==> config.mk <==
export PLATFORM = sky130hd
export DESIGN_NAME = vote_tally
export DESIGN_NICKNAME = d
export VERILOG_FILES = /design/src/rtl/vote_tally.sv
export SDC_FILE = /design/constraint.sdc
export NUM_CORES = 1
export LEC_CHECK = 0
export CAP_MARGIN = 10
export CORE_AREA = 2 2 157 159
export CTS_CLUSTER_SIZE = 30
export DETAILED_ROUTE_END_ITERATION = 12
export DIE_AREA = 0 0 159 161
export GPL_TIMING_DRIVEN = 0
export PLACE_DENSITY = 0.75
export SETUP_SLACK_MARGIN = 0.4
export SYNTH_ARGS = -nofsm -noshare
export SYNTH_HDL_FRONTEND = slang
export SYNTH_SLANG_ARGS = --single-unit
==> constraint.sdc <==
create_clock -name clk -period 6.3 [get_ports clk]
set_clock_uncertainty 0.05 [all_clocks]
set_input_delay 1.26 -clock clk [delete_from_list [all_inputs] [get_ports clk]]
set_output_delay 1.26 -clock clk [all_outputs]
set_load 0.005 [all_outputs]
==> src/rtl/vote_tally.sv <==
// rtl/vote_tally.sv - ballot packet checker and per-candidate tally with saturating counters
// One packet moves through IDLE -> CHECK -> RESULT. A packet that arrives while one is in flight is dropped.
module vote_tally #(
  parameter logic [7:0]  BOOTH_ID = 8'h01,
  parameter int unsigned NUM_CAND = 8
) (
  input  logic        clk,
  input  logic        rst,
  input  logic [0:63] data_in,
  input  logic        status,
  input  logic        lock,
  input  logic [2:0]  rd_sel,
  output logic [15:0] rd_count,
  output logic [15:0] total_votes,
  output logic        vote_ok,
  output logic        vote_err,
  output logic [2:0]  err_code,
  output logic        overrun
);

  localparam logic [1:0] ST_IDLE   = 2'd0;
  localparam logic [1:0] ST_CHECK  = 2'd1;
  localparam logic [1:0] ST_RESULT = 2'd2;

  localparam logic [7:0] LP_NCAND8 = 8'(NUM_CAND);
  localparam logic [3:0] LP_NCAND4 = 4'(NUM_CAND);

  logic [1:0]  r_state;
  logic        r_status_q;
  logic [0:63] r_pkt;
  logic [15:0] r_cnt [0:7];
  logic [15:0] r_total;
  logic [31:0] r_last_seq;
  logic [2:0]  r_err_code;
  logic        r_vote_ok;
  logic        r_vote_err;
  logic        r_overrun;

  logic        w_pkt_evt;
  logic [7:0]  w_sync;
  logic [7:0]  w_booth;
  logic [7:0]  w_cand;
  logic [31:0] w_seq;
  logic [7:0]  w_csum_rx;
  logic [7:0]  w_csum_calc;
  logic [2:0]  w_err;

  assign w_pkt_evt   = status & ~r_status_q;
  assign w_sync      = r_pkt[0:7];
  assign w_booth     = r_pkt[8:15];
  assign w_cand      = r_pkt[16:23];
  assign w_seq       = r_pkt[24:55];
  assign w_csum_rx   = r_pkt[56:63];
  assign w_csum_calc = r_pkt[0:7] ^ r_pkt[8:15] ^ r_pkt[16:23] ^ r_pkt[24:31]
                     ^ r_pkt[32:39] ^ r_pkt[40:47] ^ r_pkt[48:55];

  // First failing check wins; the saturation check is only reached once the candidate index is known valid.
  always_comb begin
    w_err = 3'd0;
    if (lock)                                     w_err = 3'd6;
    else if (w_sync != 8'hA5)                     w_err = 3'd1;
    else if (w_csum_rx != w_csum_calc)            w_err = 3'd2;
    else if (w_booth != BOOTH_ID)                 w_err = 3'd3;
    else if (w_cand >= LP_NCAND8)                 w_err = 3'd4;
    else if (w_seq <= r_last_seq)                 w_err = 3'd5;
    else if (r_cnt[w_cand[2:0]] == 16'hFFFF || r_total == 16'hFFFF)
                                                  w_err = 3'd7;
  end

  always_ff @(posedge clk) begin
    if (rst) begin
      r_state    <= ST_IDLE;
      r_status_q <= 1'b0;
      r_pkt      <= '0;
      for (int i = 0; i < 8; i++) r_cnt[i] <= 16'h0000;
      r_total    <= 16'h0000;
      r_last_seq <= 32'h0;
      r_err_code <= 3'd0;
      r_vote_ok  <= 1'b0;
      r_vote_err <= 1'b0;
      r_overrun  <= 1'b0;
    end else begin
      r_status_q <= status;
      r_vote_ok  <= 1'b0;
      r_vote_err <= 1'b0;
      if (w_pkt_evt && r_state != ST_IDLE) r_overrun <= 1'b1;
      case (r_state)
        ST_IDLE: begin
          if (w_pkt_evt) begin
            r_pkt   <= data_in;
            r_state <= ST_CHECK;
          end
        end
        ST_CHECK: begin
          r_state    <= ST_RESULT;
          r_err_code <= w_err;
          if (w_err == 3'd0) begin
            r_cnt[w_cand[2:0]] <= r_cnt[w_cand[2:0]] + 16'd1;
            r_total            <= r_total + 16'd1;
            r_last_seq         <= w_seq;
            r_vote_ok          <= 1'b1;
          end else begin
            r_vote_err <= 1'b1;
          end
        end
        ST_RESULT: r_state <= ST_IDLE;
        default:   r_state <= ST_IDLE;
      endcase
    end
  end

  assign rd_count    = ({1'b0, rd_sel} < LP_NCAND4) ? r_cnt[rd_sel] : 16'h0000;
  assign total_votes = r_total;
  assign vote_ok     = r_vote_ok;
  assign vote_err    = r_vote_err;
  assign err_code    = r_err_code;
  assign overrun     = r_overrun;

endmodule

## Word-level counts from Yosys, hierarchy flattened

Memories as Yosys holds them, arrays and structs flattened. A register that Yosys moved wholly into a read port is not among the register bits.
Index checks and enable logic that the tools add are counted.
Widths: inputs -> output; s select.

| storage, ports and cells | value |
|---|---|
| ROM bits | 0 |
| logic and storage cells | 60 |
| memories kept | 1 |
| bits of input ports | 71 |
| register bits after elaboration | 121 |
| bits in latches | 0 |
| memory bits (writable) | 128 |
| output and inout port bits | 38 |

Memories:

| memory | depth | width | rd ports | clocked after Yosys merged registers in | write ports | line | source |
|---|---|---|---|---|---|---|---|
| r_cnt | 8 | 16 | 2 | 1 | 8 | 31 | `logic [15:0] r_cnt [0:7];` |

| operators by class | value |
|---|---|
| add/sub/neg operators | 2 |
| divide/modulo/power cells | 0 |
| equal/unequal tests | 7 |
| $mul | 0 |
| muxes and demuxes | 21 |
| reductions and logical operators | 9 |
| order comparisons | 2 |
| bitwise logic cells | 9 |
| shifts and indexed selects | 0 |

Operator list:

| kind | number |
|---|---|
| $xor 8x8->8 | 6 |
| $add 16x1->16 const B | 2 |
| $eq 16x16->1 const B | 2 |
| $le 32x32->1 | 1 |
| $mux 3 | 10 |
| $mux 16 | 1 |
| $reduce_or 16->1 | 1 |
| $ge 8x4->1 const B | 1 |
| $mux 1 | 8 |
| $ne 8x1->1 const B | 1 |
| $ne 8x8->1 | 1 |
| $ne 8x8->1 const B | 1 |
| $pmux 2 s2 | 1 |
| $reduce_and 2->1 | 2 |
| $logic_not 3->1 | 1 |
| $eq 2x1->1 const B | 1 |
| $logic_not 2->1 | 1 |
| $mux 2 | 1 |
| $ne 2x2->1 const B | 1 |
| $not 1->1 | 2 |
| $reduce_bool 2->1 | 1 |
| $reduce_or 2->1 | 1 |
| $and 1x1->1 | 1 |
| $logic_and 1x1->1 | 1 |
| $logic_or 1x1->1 | 1 |

## Logic depth before layout (Yosys ltp)

Gate-level depths: netlist (run 1).

| depth | value |
|---|---|
| depth after elaboration | 17 |
| gate-level depth with buffers | 15 |
| mapped depth without buffers | 10 |

## Worst setup path before layout (run 1)

No wires, ideal clock.

| path | value |
|---|---|
| kind | flip-flop to flip-flop |
| start | reg (tool-made name) |
| end | mem r_cnt[3][0] (enable) |
| setup time | 0.392 ns |
| period minus slack after synthesis | 4.508 ns |
| data arrival time | 4.065 ns |
| data required time | 5.858 ns |
| slack | 1.792 ns |
| cell stages (with the launch flop) | 16 |
| cells stage by stage | dfxtp_1 -> buf_6 -> buf_6 -> buf_6 -> mux4_2 -> mux2i_1 -> inv_1 -> ha_1 -> a21boi_1 -> a41oi_4 -> nand3_2 -> buf_2 -> or3_1 -> buf_6 -> buf_2 -> o21bai_1 |

RTL lines:

| element | line |
|---|---|
| to (decl) | 31 |

==> flow_summary.ini, run 1 <==
[status]
status = finished clean

[finish]
seq_area_um2 = 6330
multi_input_area_um2 = 6170
fillerInstances = 1879
fin_area_um2 = 15700
diodes = 0
area_delta_synth_final_pct = 20.8
finish.net_count = 1457
final_common_cell = nand2_1
layout_common_cells = nand2_1 (181), edfxtp_1 (128), dfxtp_1 (124)
layout-drive-gt1-share = 0.134
finish.utilization = 0.655

[global_routing]
grt_pass1_vias = 10334
antenna_found_initial = 0
grt_max_degree = 15
track_usage = 0.279
overflow = 0
grt_pass1_wl_mm = 55.5

[critical_path]
worst_ep_required_time_ns = 6.49
critical_path_class = flip-flop to flip-flop
crit_fanout = 10
arrival_ns = 5.96
cp-start-kind = flip-flop
cp-end-kind = flip-flop

[drt]
ant_nets = 0
viasPerCell = 6.03
via_count = 10228
wl_per_cell_um = 21.2
firstDrtPassIters = 8
drt_wl_total_mm = 36.0
drc_errors = 0
drtIter0Drc = 1013

[yosys]
ys_ff_latch = 252
synthFlopType = edfxtp_1
synth_cells = 1209
yosysSeqAreaShare = 0.487
syn_nets = 1314
syn_area_per_cell_um2 = 10.7
synth_fa_ha_area_frac = 0.0328
synth_enable_flop_cells = 128
synth_compound_area_frac = 0.0655
synth.mux.area_fraction = 0.164
synth-warning-count = 0
synth_top_family_by_area = multiplexers
synth-simple-area-share = 0.161
synth_xor_area_frac = 0.0492
netlist_area_um2 = 13000
async_flop_share = 0
ys_types = 53

[run]
drv_cap = 0

[die]
rows = 57
start_util = 0.542
die_height_um = 161
fp.coreArea_um2 = 24000
die-area_um2 = 25600
die_w_um = 159
num_io_pins = 109

[clock_tree]
hold_buffers = 0
cts-root-buf = clkbuf_16
clock-sinks = 252
cts.repair.resized = 0
clkTransAtPathRegs_ns = 0.06
cts-buffers-inserted = 27
cts_tree = yes
post_cts_buffers = 0
clock_latency_ns = 0.53
cts_htree_levels = 1
cts_max_path_buffers = 3

[placed_design]
post_dp_cell_area_um2 = 14600
dp_hpwl_mm = 25.1
dpl_worst_slack_ns = 0.694
io_buffers = 106
gp_congestion = 0.876

[power]
power_density_nw_per_um2 = 270
ir_drop_mv = 0.237
leakage_nw = 5.45
total_power_mw = 4.23

[sta]
worstMarginPinSlew_ns = 1.24
final-setup-viol-count = 0
worst_slack_ns = 0.538
finalCritPeriodShare = 0.915
slew_headroom = 0.172
hold_violations = 0
fmax_mhz = 174
whs_ns = 0.417
grt_setup_unrepaired = false
fin_crit_ns = 5.76
slew_viol_final = 0

[hold_path]
hold_path.class = flip-flop to flip-flop
## critical path: stages (launching register included)
cell      delay [ns]
dfxtp_1         0.31
clkbuf_1        0.63
buf_1           0.58
mux4_2          0.44
mux2i_1         0.38
inv_1           0.09
ha_1            0.37
a21boi_1        0.24
a41oi_4         0.34
nand3_2         0.11
or4_1           0.45
buf_2           0.23
buf_1           0.33
o21bai_2        0.68
buf_8           0.24
## area by class of cell
cell class                      count  share of cell area
Clock inverter                     13              0.0137
Sequential cell                   252               0.403
Timing Repair Buffer              114              0.0769
Inverter                           38             0.00909
Tap cell                          324              0.0258
Buffer                             80              0.0242
Clock buffer                       36              0.0539
Multi-Input combinational cell    839               0.393
## cell families (layout without fill, tap and decap cells)
group | count (synthesis) | count (layout)
and+or+nand+nor | 460 | 460
DFF | 252 | 252
AOI/OAI and AO/OA | 142 | 142
muxes | 130 | 130
buffers and inverters | 118 | 281
xor gates and xnor gates | 73 | 73
adders and majority gates | 34 | 34
## cell usage after synthesis (5+ instances only)
library cell | instances | area share
nor2b_1 | 8 | 0.0039
edfxtp_1 | 128 | 0.30
inv_1 | 38 | 0.011
mux2_2 | 20 | 0.017
xnor2_1 | 64 | 0.043
xor2_1 | 9 | 0.0061
o21ai_1 | 6 | 0.0023
nor3_2 | 7 | 0.0054
nor2_1 | 119 | 0.034
dfxtp_1 | 124 | 0.19
o31ai_1 | 10 | 0.0058
or4_1 | 13 | 0.0075
nand2_1 | 181 | 0.052
a21oi_1 | 90 | 0.035
o21a_1 | 5 | 0.0029
mux4_2 | 64 | 0.11
buf_6 | 8 | 0.0069
or3_1 | 6 | 0.0029
o21ai_0 | 5 | 0.0019
and3_1 | 6 | 0.0029
nand3_1 | 16 | 0.0062
clkbuf_1 | 49 | 0.014
nor3_1 | 65 | 0.025
buf_2 | 15 | 0.0058
buf_1 | 8 | 0.0023
mux2i_1 | 44 | 0.034
nand2b_1 | 8 | 0.0039
o21bai_1 | 9 | 0.0052
ha_1 | 34 | 0.033
nand4_1 | 12 | 0.0058
## per-stage QoR
stage,std cells,setup TNS [ns]
floorplan,1209,0
global placement,1639,-4.09
detailed placement,1647,0
CTS,1696,0
global route,1696,0
finish,1696,0
## where the power goes
group          internal (mW)  switching, mW
registers               1.78         0.0493
clock network           1.19          0.669
logic                  0.257          0.296
total                   3.22           1.01
## final timing paths
kind	start	end	slack [ns]	depth (start not counted)
worst min-delay path	r_pkt[62]	r_pkt[62]	0.42	2
worst max register to register	flip-flop	r_cnt[2][5]	0.54	14
worst max-delay path	flip-flop	r_cnt[2][5]	0.54	14
worst min register to register	r_pkt[62]	r_pkt[62]	0.42	2
## state kept, by name, indices dropped and copies added, names as in the netlist, named ones only
register / flops
vote_ok: 1
total_votes: 16
r_pkt: 64
r_state: 2
err_code: 3
overrun: 1
vote_err: 1
r_cnt: 128
r_status_q: 1
r_last_seq: 32
## layer usage
metal  GRT usage  part of all wire
met1       0.349              0.38
met2       0.484              0.49
met3      0.0375             0.087
met4       0.133             0.046
met5           0                 0
(Power assumes the default switching activity.)
==> run 2: changes to the inputs <==
- HOLD_SLACK_MARGIN: unset -> 0.02
==> results of run 2 <==
Same layout as run 1: the final DEF is identical, and so are final timing and power.
